--- src/rtl/ov7670_sccb_sender.sv ---
// Purpose: walks an OV7670 register table and writes each {reg,value} entry to the camera as a 3-phase SCCB write.
// Latency: a frame takes 2+108+3 quarter-bits of bus time plus a 4-clock table settle gap; 16'hFFF0 idles the bus for DELAY_CYCLES.
// Backpressure: none; the table is stepped by advance/resend pulses and start is ignored while busy.
// Ports: clk, rst_n (synchronous, active-low); start; command/finished from the table; resend/advance back to
//        the table; sioc, siod_o/siod_oe/siod_i to the open-drain bus pads; busy/done/err status.
// Option: define SCCB_ACK_CHECK_EN to sample the three don't-care bits and flag a released-high line in err.
module ov7670_sccb_sender #(
  parameter int         CLK_FREQ     = 25_000_000,
  parameter int         SCCB_FREQ    = 100_000,
  parameter int         DELAY_CYCLES = 250_000,
  parameter logic [7:0] DEV_ADDR     = 8'h42
) (
  input  logic        clk,
  input  logic        rst_n,
  input  logic        start,
  input  logic [15:0] command,
  input  logic        finished,
  output logic        resend,
  output logic        advance,
  output logic        sioc,
  output logic        siod_o,
  output logic        siod_oe,
  input  logic        siod_i,
  output logic        busy,
  output logic        done,
  output logic        err
);

  localparam int QTR = CLK_FREQ / (4 * SCCB_FREQ);
  localparam int DIV = CLK_FREQ / SCCB_FREQ;
  // Wide enough for a full SCCB period and for the bit index up to 27.
  localparam int CW  = ($clog2(DIV + 1) > 5) ? $clog2(DIV + 1) : 5;
  localparam int DW  = (DELAY_CYCLES > 1) ? $clog2(DELAY_CYCLES + 1) : 1;

  localparam logic [CW-1:0] ONE_C      = CW'(1);
  localparam logic [CW-1:0] QTR_LAST   = CW'(QTR - 1);
  localparam logic [CW-1:0] WAIT_LAST  = CW'(3);
  localparam logic [CW-1:0] LAST_BIT   = CW'(26);
  localparam logic [DW-1:0] ONE_D      = DW'(1);
  localparam logic [DW-1:0] DELAY_LAST = DW'(DELAY_CYCLES - 1);
  localparam logic [15:0]   CMD_DELAY  = 16'hFFF0;

  typedef enum logic [3:0] {
    IDLE, REWIND, LOAD, START, BITS, STOP, GAP, DELAY, DONE
  } state_t;

  state_t        state;
  logic [CW-1:0] qcnt;     // clocks within the current quarter (or settle wait)
  logic [1:0]    quarter;  // quarter index within START/BITS/STOP
  logic [CW-1:0] bit_cnt;  // 0-based index of the bit on the wire
  logic [DW-1:0] dcnt;
  logic [26:0]   frame;    // MSB is the bit currently on the wire

  // Bits 9, 18 and 27 of a 3-phase write are the don't-care (ACK) slots.
  function automatic logic dont_care(input logic [CW-1:0] b);
    return (b == CW'(8)) || (b == CW'(17)) || (b == CW'(26));
  endfunction

`ifdef SCCB_ACK_CHECK_EN
  logic err_q;
  assign err = err_q;
`else
  logic unused_siod_i;
  assign unused_siod_i = siod_i;
  assign err = 1'b0;
`endif

  always_ff @(posedge clk) begin
    if (!rst_n) begin
      state   <= IDLE;
      qcnt    <= '0;
      quarter <= '0;
      bit_cnt <= '0;
      dcnt    <= '0;
      frame   <= '0;
      sioc    <= 1'b1;
      siod_o  <= 1'b1;
      siod_oe <= 1'b0;
      resend  <= 1'b0;
      advance <= 1'b0;
      busy    <= 1'b0;
      done    <= 1'b0;
`ifdef SCCB_ACK_CHECK_EN
      err_q   <= 1'b0;
`endif
    end else begin
      resend  <= 1'b0;
      advance <= 1'b0;
      case (state)
        IDLE, DONE: begin
          if (start) begin
            state  <= REWIND;
            qcnt   <= '0;
            resend <= 1'b1;
            busy   <= 1'b1;
            done   <= 1'b0;
`ifdef SCCB_ACK_CHECK_EN
            err_q  <= 1'b0;
`endif
          end
        end

        // Both waits cover the table's registered response to resend/advance.
        REWIND, GAP: begin
          if (qcnt == WAIT_LAST) begin
            qcnt  <= '0;
            state <= LOAD;
          end else begin
            qcnt <= qcnt + ONE_C;
          end
        end

        LOAD: begin
          qcnt    <= '0;
          quarter <= '0;
          bit_cnt <= '0;
          dcnt    <= '0;
          if (finished) begin
            state <= DONE;
            busy  <= 1'b0;
            done  <= 1'b1;
          end else if (command == CMD_DELAY) begin
            state <= DELAY;
          end else begin
            frame   <= {DEV_ADDR, 1'b1, command[15:8], 1'b1, command[7:0], 1'b1};
            state   <= START;
            // SIOD falls while SIOC is high: start condition.
            siod_oe <= 1'b1;
            siod_o  <= 1'b0;
          end
        end

        START: begin
          if (qcnt == QTR_LAST) begin
            qcnt <= '0;
            if (quarter == 2'd1) begin
              quarter <= '0;
              state   <= BITS;
              siod_o  <= frame[26];
              siod_oe <= 1'b1;
            end else begin
              quarter <= quarter + 2'd1;
              sioc    <= 1'b0;
            end
          end else begin
            qcnt <= qcnt + ONE_C;
          end
        end

        // Quarter 0: data settles with SIOC low; 1-2: SIOC high; 3: SIOC low.
        BITS: begin
          if (qcnt == QTR_LAST) begin
            qcnt <= '0;
`ifdef SCCB_ACK_CHECK_EN
            // End of quarter 1 is the middle of the SIOC-high phase.
            if (quarter == 2'd1 && dont_care(bit_cnt) && siod_i) err_q <= 1'b1;
`endif
            case (quarter)
              2'd0: begin
                sioc    <= 1'b1;
                quarter <= 2'd1;
              end
              2'd1: quarter <= 2'd2;
              2'd2: begin
                sioc    <= 1'b0;
                quarter <= 2'd3;
              end
              default: begin
                quarter <= '0;
                if (bit_cnt >= LAST_BIT) begin
                  state   <= STOP;
                  siod_oe <= 1'b1;
                  siod_o  <= 1'b0;
                end else begin
                  bit_cnt <= bit_cnt + ONE_C;
                  frame   <= {frame[25:0], 1'b0};
                  siod_o  <= frame[25];
                  siod_oe <= !dont_care(bit_cnt + ONE_C);
                end
              end
            endcase
          end else begin
            qcnt <= qcnt + ONE_C;
          end
        end

        STOP: begin
          if (qcnt == QTR_LAST) begin
            qcnt <= '0;
            case (quarter)
              2'd0: begin
                sioc    <= 1'b1;
                quarter <= 2'd1;
              end
              2'd1: begin
                siod_o  <= 1'b1;
                quarter <= 2'd2;
              end
              default: begin
                quarter <= '0;
                state   <= GAP;
                siod_oe <= 1'b0;
                advance <= 1'b1;
              end
            endcase
          end else begin
            qcnt <= qcnt + ONE_C;
          end
        end

        DELAY: begin
          if (dcnt == DELAY_LAST) begin
            dcnt    <= '0;
            qcnt    <= '0;
            state   <= GAP;
            advance <= 1'b1;
          end else begin
            dcnt <= dcnt + ONE_D;
          end
        end

        default: state <= IDLE;
      endcase
    end
  end

endmodule

--- config.mk ---
export PLATFORM = sky130hd
export DESIGN_NAME = ov7670_sccb_sender
export DESIGN_NICKNAME = d
export VERILOG_FILES = /design/src/rtl/ov7670_sccb_sender.sv
export SDC_FILE = /design/constraint.sdc
export NUM_CORES = 1
export LEC_CHECK = 0
export CELL_PAD_IN_SITES_DETAIL_PLACEMENT = 1
export CELL_PAD_IN_SITES_GLOBAL_PLACEMENT = 1
export CORE_MARGIN = 1.5
export CORE_UTILIZATION = 52
export DETAILED_ROUTE_END_ITERATION = 8
export DONT_BUFFER_PORTS = 1
export PLACE_DENSITY = 0.95
export SKIP_CTS_REPAIR_TIMING = 1
export SLEW_MARGIN = 40
export SYNTH_ARGS = -nofsm -noshare
export SYNTH_HDL_FRONTEND = slang
export SYNTH_SLANG_ARGS = --single-unit
export TNS_END_PERCENT = 50
--- constraint.sdc ---
create_clock -name clk -period 5.4 [get_ports clk]
set_clock_uncertainty 0.2 [all_clocks]
set_input_delay 1.08 -clock clk [delete_from_list [all_inputs] [get_ports clk]]
set_output_delay 1.08 -clock clk [all_outputs]
set_load 0.005 [all_outputs]
==> out/metrics.yaml, run 1 <==
finish:
  final_nets: 521
  layout-drive-gt1-share_pct: 12.0
  area_growth_pct: 4.19
  instances_no_fill: 595
  design_area_mm2: 0.00448
  postLayoutCoreUtil_pct: 57.1
  antenna_cells: 0
  num-fill-cells: 984
  mostFrequentLayoutCells: "dfxtp_1, nand2_1, a21oi_1"
  final_common_cell: "dfxtp_1"
synth:
  synth_cell_type_count: 69
  syn-mean-instance-area_um2: 8.35
  synth-seq-cells: 74
  syn_nets: 548
  synth-edff-count: 0
  synth_area_mm2: 0.00430
  yosysSeqAreaShare_pct: 34.5
  ys_warn_count: 0
  synthCells: 515
  async_reset_ff_share_pct: 0
  synthFlopType: "dfxtp_1"
critical_path:
  path_class: "register to register"
  cp-end-kind: "register"
  startpoint_type: "register"
  crit_path_max_fanout: 28
  rr_worst_depth: 6
  worstPathRequired_ns: 5.48
  arrival_ns: 3.40
detailed_routing:
  drt_pass1_iterations: 5
  final_antenna_net_count: 0
  drt_iter0_markers: 212
  avgRoutedWirePerCell_um: 21.4
  drt_wl_total_um: 12700
  drc_errors: 0
  via_count: 4049
  vias_per_cell: 6.81
power:
  switchingPower_mw: 0.744
  ir_drop_uv: 184
  combPwrFrac_pct: 35.1
  leakage_nw: 1.52
  p_sw_share_pct: 39.2
  power_frac_seq_pct: 38.1
  clkPwrFrac_pct: 26.8
  p_per_area_mw_per_mm2: 423
  power_mw: 1.90
  internal_power_mw: 1.15
grt:
  grt_pass1_wl_um: 21200
  antenna_found_initial: 0
  grt_pass1_vias: 4238
  gr-total-overflow: 0
  grt_max_degree: 62
  grt_util_all_layers_pct: 30.7
place:
  dp_cells: 579
  post-place-ws_ns: 2.17
  dp_hpwl_um: 7770
  placed_cell_area_mm2: 0.00424
  portBuffers: 0
  gp_congestion: 0.860
clock_network:
  clock_sinks: 74
  insertion_delay_ns: 0.36
  path_clk_slew_ns: 0.08
  clk_path_buf_depth: 2
  cts_max_level: 3
  cts_buffers: 9
  cts_tree: "built"
  cts_root_buffer: "clkbuf_8"
flow_run:
  cap_viol_max_count: 0
timing:
  setup_slack_ns: 2.07
  fmax_mhz: 300
  relSlewSlack_pct: 45.3
  min_period_over_period_pct: 61.6
  finalMaxSlewViolations: 0
  rsz0062_at_grt: "false"
  tightestPinTransition_ns: 0.813
  hold_viol: 0
  fin_crit_ns: 3.33
  tns_ns: 0
  whs_ns: 0.282
  setup_viol: 0
floorplanning:
  io_pins: 29
  start_util_pct: 54.8
  dieArea_mm2: 0.00882
  core_mm2: 0.00785
  fp-row-count: 32
  die_x_um: 93.9
  die_h_um: 93.9
hold_path:
  min_path_cells: 2
  hold_path_class: "register to register"
status:
  status: "complete, no violations"
## cell type report
| class | count | area (um2) | area share [%] |
|---|---|---|---|
| clock buffer | 12 | 155 | 3.46 |
| clock inverter | 4 | 73.8 | 1.65 |
| inverter | 8 | 30.0 | 0.671 |
| multi-input combinational | 390 | 2570 | 57.4 |
| sequential | 74 | 1480 | 33.1 |
| tap | 102 | 128 | 2.85 |
| timing repair buffer | 5 | 41.3 | 0.922 |
## power groups by stage
stage          Combinational (mW)  Sequential (mW)  Clock [mW]
6_report                    0.666            0.722       0.507
5_1_grt                     0.723            0.730       0.533
4_1_cts                     0.657            0.717       0.511
3_5_place_dp                0.636            0.725           0
3_3_place_gp                0.594            0.715           0
2_1_floorplan               0.585            0.679           0
## logic make-up after synthesis
logic type | Yosys count | synth area share (%)
AO/OA/AOI/OAI | 156 | 27.2
XOR/XNOR | 2 | 0.408
adder cells (fa/ha/maj) | 12 | 3.49
buffers and inverters | 51 | 6.26
flip-flops | 74 | 34.5
multiplexers | 4 | 0.990
other | 1 | 0.0873
AND/OR/NAND/NOR | 215 | 27.0
## per-layer routing
metal / up-vias / track usage (%) / share of wire (%)
met3: 18 / 5.42 / 4.2
li1: 1886 / - / -
met5: - / 0 / 0
met2: 105 / 55.1 / 53
met4: 0 / 11.6 / 1.6
met1: 2040 / 36.3 / 41
## synthesized netlist by cell type (7+ instances only)
cell type / count / area, um2
a21oi_1: 54 / 270
a311oi_1: 10 / 87.6
a311oi_2: 16 / 240
clkbuf_1: 30 / 113
dfxtp_1: 74 / 1480
ha_1: 12 / 150
inv_1: 7 / 26.3
nand2_1: 68 / 255
nand2b_1: 7 / 43.8
nand3_1: 18 / 90.1
nand4_1: 19 / 119
nor2_1: 27 / 101
nor3_1: 17 / 85.1
nor4_1: 10 / 62.6
o21ai_0: 22 / 110
## registers in the layout (all words and copies together) (netlist names), 2 cells and up
name and flops:
qcnt 8, state 4, frame 27, quarter 2
dcnt 18, bit_cnt 8
## worst max-delay path: stages, from the launching register on
cell,delay (ns)
dfxtp_1,0.74
or4b_2,0.98
or3_4,0.51
o31ai_4,0.12
buf_4,0.29
a21oi_1,0.11
a311oi_2,0.27
## final timing paths
path	start	endpoint	slack, ns
hold / removal	frame[22]$_SDFFE_PN0P_	frame[23]$_SDFFE_PN0P_	0.28
setup / recovery	state[2]$_SDFFE_PN0P_	frame[10]$_SDFFE_PN0P_	2.07
setup reg to reg	state[2]$_SDFFE_PN0P_	frame[10]$_SDFFE_PN0P_	2.07
hold reg to reg	frame[22]$_SDFFE_PN0P_	frame[23]$_SDFFE_PN0P_	0.28
Power figures use the tool's default switching activity.
==> inputs of run 2 (changes only) <==
CORE_UTILIZATION = 44   (was 52)
PLACE_DENSITY = 0.88   (was 0.95)
clock period = 2.8 ns   (was 5.4 ns; I/O delays follow)
==> out/metrics.yaml, run 2 (same netlist as run 1, synthesis figures left out) <==
hold_path:
  min_from: "rst_n"
  hold_path_class: "input pin to register"
finish:
  biggestRegsByFlops: "frame: 27 flops, dcnt: 18 flops"
  layout-drive-gt1-share_pct: 12.9  # +0.95 points
  final_nets: 531  # +1.9%
  mostFrequentLayoutCells: "dfxtp_1, nand2_1, a21oi_1"
  largest_reg_flops: 27  # unchanged
  postLayoutCoreUtil_pct: 48.9  # -8.1 points
  area_growth_pct: 6.67
  largest-register: "frame"
  antenna_cells: 0  # unchanged
  final_common_cell: "dfxtp_1"
timing:
  tightestPinTransition_ns: 0.717  # -0.0960 ns
  fin_crit_ns: 2.60  # -0.730 ns
  relSlewSlack_pct: 51.7  # +6.5 points
  finalMaxSlewViolations: 0  # unchanged
  setup_viol: 0  # unchanged
  rsz0062_at_grt: "false"
  hold_viol: 0  # unchanged
  tns_ns: 0  # unchanged
  min_period_over_period_pct: 92.8  # +31 points
  fmax_mhz: 385  # +28%
critical_path:
  worstPathRequired_ns: 2.86  # -2.62 ns
  crit_path_top_delay_cell: "dfxtp_1"
  cp-end-kind: "register"
  arrival_ns: 2.66  # -0.74 ns
  startpoint_type: "register"
  cpPeakStageDelay_ns: 0.43  # -0.55 ns
  crit_path_cell_trace: "inv_1 > ha_1 > o311a_1 > or3_4 > o31ai_4 > buf_4 > a21oi_1 > a311oi_2"
  setup.worst_path.start: "bit_cnt[0]$_SDFFE_PN0P_"
  r2r_start: "bit_cnt[0]$_SDFFE_PN0P_"
  crit_path_max_fanout: 30  # +7.1%
  path_class: "register to register"
clock_network:
  path_clk_slew_ns: 0.08  # about the same
  clk_path_buf_depth: 2  # unchanged
  cts_root_buffer: "clkbuf_8"
  clock_sinks: 74  # unchanged
  cts_buffers: 9  # unchanged
  cts_max_level: 3  # unchanged
  insertion_delay_ns: 0.35  # about the same
  cts_tree: "built"
detailed_routing:
  avgRoutedWirePerCell_um: 19.0  # -11%
  drt_pass1_iterations: 4  # -1
  drt_wl_total_um: 12000  # -5.4%
  drt_iter0_markers: 228  # +7.5%
  final_antenna_net_count: 0  # unchanged
  via_count: 4060  # +0.27%
  vias_per_cell: 6.42  # -5.6%
  drc_errors: 0  # unchanged
floorplanning:
  die_h_um: 102  # +8.4%
  core_mm2: 0.00937  # +19%
  die_x_um: 102  # +8.4%
  dieArea_mm2: 0.0104  # +18%
  io_pins: 29  # unchanged
  fp-row-count: 35  # +9.4%
  start_util_pct: 45.9  # -8.9 points
status:
  status: "complete, no violations"
grt:
  antenna_found_initial: 0  # unchanged
  grt_pass1_vias: 4126  # -2.6%
  grt_max_degree: 62  # unchanged
  grt_pass1_wl_um: 19900  # -6.1%
  grt_util_all_layers_pct: 23.9  # -6.9 points
  gr-total-overflow: 0  # unchanged
flow_run:
  cap_viol_max_count: 0  # unchanged
power:
  leakage_nw: 1.58  # +3.6%
  ir_drop_uv: 283  # +54%
  p_per_area_mw_per_mm2: 793  # +87%
place:
  gp_congestion: 0.831  # -3.4%
  dp_hpwl_um: 7970  # +2.6%
  portBuffers: 0  # unchanged
run 2: critical path: cells and delay by family, from the launching register on:
kind	cells	cell delay, ns
adder cells (fa/ha/maj)	1	0.21
buffers and inverters	2	0.46
flip-flops	1	0.43
AND/OR/NAND/NOR	1	0.41
AO/OA/AOI/OAI	4	0.80
run 2: final cells by class:
type                            count  area [um2]
Clock buffer                       12         155
Clock inverter                      4        73.8
Fill cell                        1161        4790
Inverter                            8        30.0
Multi-Input combinational cell    390        2560
Sequential cell                    74        1480
Tap cell                          129         161
Timing Repair Buffer               15         125
run 2: where the power goes:
group	leakage [nW]	internal, mW	switching [mW]	total, mW
clock network	0.117	0.551	0.412	0.963
logic	0.858	0.494	0.863	1.36
registers	0.600	1.21	0.105	1.32
total	1.58	2.26	1.38	3.64
run 2: final timing paths:
check / to / slack [ns] / cells past startpoint
worst min-delay path: sioc$_SDFFE_PN1P_ / 0.09 / 1
worst max-delay path: frame[13]$_SDFFE_PN0P_ / 0.20 / 8
worst min register to register: bit_cnt[7]$_SDFFE_PN0P_ / 0.28 / 1
worst max register to register: frame[13]$_SDFFE_PN0P_ / 0.20 / 8
run 2: per-layer routing:
| layer | vias up | GRT usage (%) | share of wire [%] |
|---|---|---|---|
| met5 | - | 0 | 0 |
| met4 | 0 | 7.59 | 1.2 |
| met3 | 16 | 4.58 | 4.8 |
| met2 | 105 | 41.6 | 51 |
| met1 | 2036 | 29.8 | 43 |
| li1 | 1903 | - | - |
run 2: stage by stage:
stage / setup WS, ns / std cells / hold WS, ns / area (um2) / power, mW
after CTS: 0.196 / 632 / 0.0866 / 4580 / 3.64
after floorplan: 0.327 / 515 / 0.244 / 4300 / 2.44
after global placement: 0.177 / 616 / 0.258 / 4360 / 2.60
after global routing: 0.0376 / 632 / 0.0855 / 4580 / 3.84
final: 0.202 / 632 / 0.0930 / 4580 / 3.64
after detailed placement: 0.120 / 616 / 0.271 / 4360 / 2.67
==> inputs of run 3 (changes only) <==
CORE_ASPECT_RATIO = 1.1   (was default)
PLACE_DENSITY = default   (was 0.88)
PLACE_DENSITY_LB_ADDON = 0.1   (was default)
==> out/metrics.yaml, run 3 (same netlist as run 1, synthesis figures left out) <==
floorplanning:
  dieArea_mm2: 0.0104  # about the same
  die_x_um: 97.2  # -4.5%
  die_h_um: 107  # +4.7%
  io_pins: 29  # unchanged
  fp-row-count: 37  # +5.7%
  start_util_pct: 45.5  # -0.35 points
  core_mm2: 0.00944  # +0.77%
power:
  combPwrFrac_pct: 39.4  # +2.1 points
  power_mw: 3.54  # -2.6%
  clkPwrFrac_pct: 23.5  # -3.0 points
  p_sw_share_pct: 38.9  # +0.95 points
  internal_power_mw: 2.16  # -4.1%
  ir_drop_uv: 338  # +19%
  p_per_area_mw_per_mm2: 774  # -2.4%
  leakage_nw: 1.58  # +0.61%
  power_frac_seq_pct: 37.1  # +0.9 points
  switchingPower_mw: 1.38  # -0.14%
critical_path:
  crit_path_max_fanout: 20  # -33%
  r2r_start: "dcnt[5]$_SDFFE_PN0P_"
  path_class: "register to register"
  startpoint_type: "register"
  worstPathRequired_ns: 2.83  # -0.03 ns
  cp-end-kind: "register"
  reg2reg_slack_ns: 0.19  # -0.02 ns
  arrival_ns: 2.64  # -0.02 ns
  rr_worst_depth: 6  # -2
  setup.worst_path.start: "dcnt[5]$_SDFFE_PN0P_"
  r2r-end: "qcnt[6]$_SDFFE_PN0P_"
timing:
  setup_viol: 0  # unchanged
  tns_ns: 0  # unchanged
  fmax_mhz: 382  # -0.62%
  relSlewSlack_pct: 52.8  # +1.0 points
  fin_crit_ns: 2.61  # +0.0161 ns
  hold_viol: 0  # unchanged
  min_period_over_period_pct: 93.4  # +0.58 points
  finalMaxSlewViolations: 0  # unchanged
  whs_ns: 0.100  # +0.00699 ns
  rsz0062_at_grt: "false"
  tightestPinTransition_ns: 0.709  # -0.00866 ns
clock_network:
  clk_path_buf_depth: 2  # unchanged
  cts_buffers: 9  # unchanged
  insertion_delay_ns: 0.36  # about the same
  cts_root_buffer: "clkbuf_8"
  cts_tree: "built"
  cts_max_level: 3  # unchanged
  clock_sinks: 74  # unchanged
  path_clk_slew_ns: 0.07  # about the same
grt:
  grt_pass1_vias: 4002  # -3.0%
  grt_util_all_layers_pct: 23.2  # -0.72 points
  antenna_found_initial: 0  # unchanged
  grt_pass1_wl_um: 19600  # -1.4%
  gr-total-overflow: 0  # unchanged
  grt_max_degree: 49  # -21%
finish:
  design_area_mm2: 0.00458  # -0.16%
  largest_reg_flops: 27  # unchanged
  largest-register: "frame"
  final_nets: 537  # +1.1%
  seqCellArea_mm2: 0.00148  # unchanged
  layout-drive-gt1-share_pct: 13.8  # +0.86 points
  final_common_cell: "dfxtp_1"
  mostFrequentLayoutCells: "dfxtp_1, nand2_1, a21oi_1"
  area_growth_pct: 6.49
  antenna_cells: 0  # unchanged
  biggestRegsByFlops: "frame: 27 flops, dcnt: 18 flops"
  num-fill-cells: 1165  # +0.34%
  multi_input_area_mm2: 0.00256  # +0.24%
status:
  status: "complete, no violations"
place:
  portBuffers: 0  # unchanged
  placed_cell_area_mm2: 0.00439  # +0.69%
  gp_congestion: 0.787  # -5.3%
  dp_hpwl_um: 7890  # -0.95%
detailed_routing:
  drc_errors: 0  # unchanged
  drt_pass1_iterations: 4  # unchanged
  vias_per_cell: 6.32  # -1.7%
  drt_wl_total_um: 11700  # -2.9%
  final_antenna_net_count: 0  # unchanged
  via_count: 3948  # -2.8%
  avgRoutedWirePerCell_um: 18.7  # -1.8%
  drt_iter0_markers: 175  # -23%
flow_run:
  cap_viol_max_count: 0  # unchanged
hold_path:
  min_from: "rst_n"
  hold_path_class: "input pin to register"
  worstHoldEndpoint: "sioc$_SDFFE_PN1P_"
  min_path_cells: 1  # unchanged
## run 3: power groups by stage
stage                     registers (mW)  clock network, mW  logic [mW]
after detailed placement            1.34                  0        1.39
after global routing                1.34              0.899        1.54
after CTS                           1.32              0.848        1.40
after global placement              1.33                  0        1.34
after floorplan                     1.31                  0        1.13
final                               1.32              0.831        1.39
## run 3: per-layer routing
layer  up-vias  track usage, %  wire, um
met4         0            8.37       190
li1       1920               -         -
met2        43            40.2      5760
met5         -               0         0
met1      1971            29.7      5430
met3        14            2.80       292
## run 3: area by class of cell
cell class	instances	share of cell area, %
clock buffer	12	3.17
sequential	74	32.4
timing repair buffer	21	3.72
inverter	8	0.656
multi-input combinational	390	56.0
tap	117	3.20
clock inverter	3	0.875
## run 3: worst max path at each step
stage | slack [ns] | cells past startpoint | end
2_1_floorplan | 0.33 | 6 | frame[10]$_SDFFE_PN0P_
3_3_place_gp | 0.23 | 5 | siod_oe$_SDFFE_PN0P_
3_5_place_dp | 0.16 | 6 | frame[6]$_SDFFE_PN0P_
4_1_cts | 0.22 | 7 | dcnt[3]$_SDFFE_PN0P_
5_1_grt | 0.01 | 7 | dcnt[3]$_SDFFE_PN0P_
6_report | 0.19 | 6 | qcnt[6]$_SDFFE_PN0P_
## run 3: per-stage QoR
| step | setup slack [ns] | instances | utilization (%) |
|---|---|---|---|
| after floorplan | 0.327 | 515 | - |
| after global placement | 0.228 | 610 | 46.4 |
| after detailed placement | 0.164 | 610 | 46.4 |
| after CTS | 0.219 | 625 | 48.4 |
| after global routing | 0.0133 | 625 | 48.5 |
| final | 0.186 | 625 | 48.5 |
## run 3: worst max-delay path, stage by stage, from the launching register on
cell	delay, ns
dfxtp_1	0.38
or4b_1	0.53
nor4_1	0.39
a21oi_2	0.31
buf_4	0.29
a211oi_1	0.23
o21ai_0	0.14
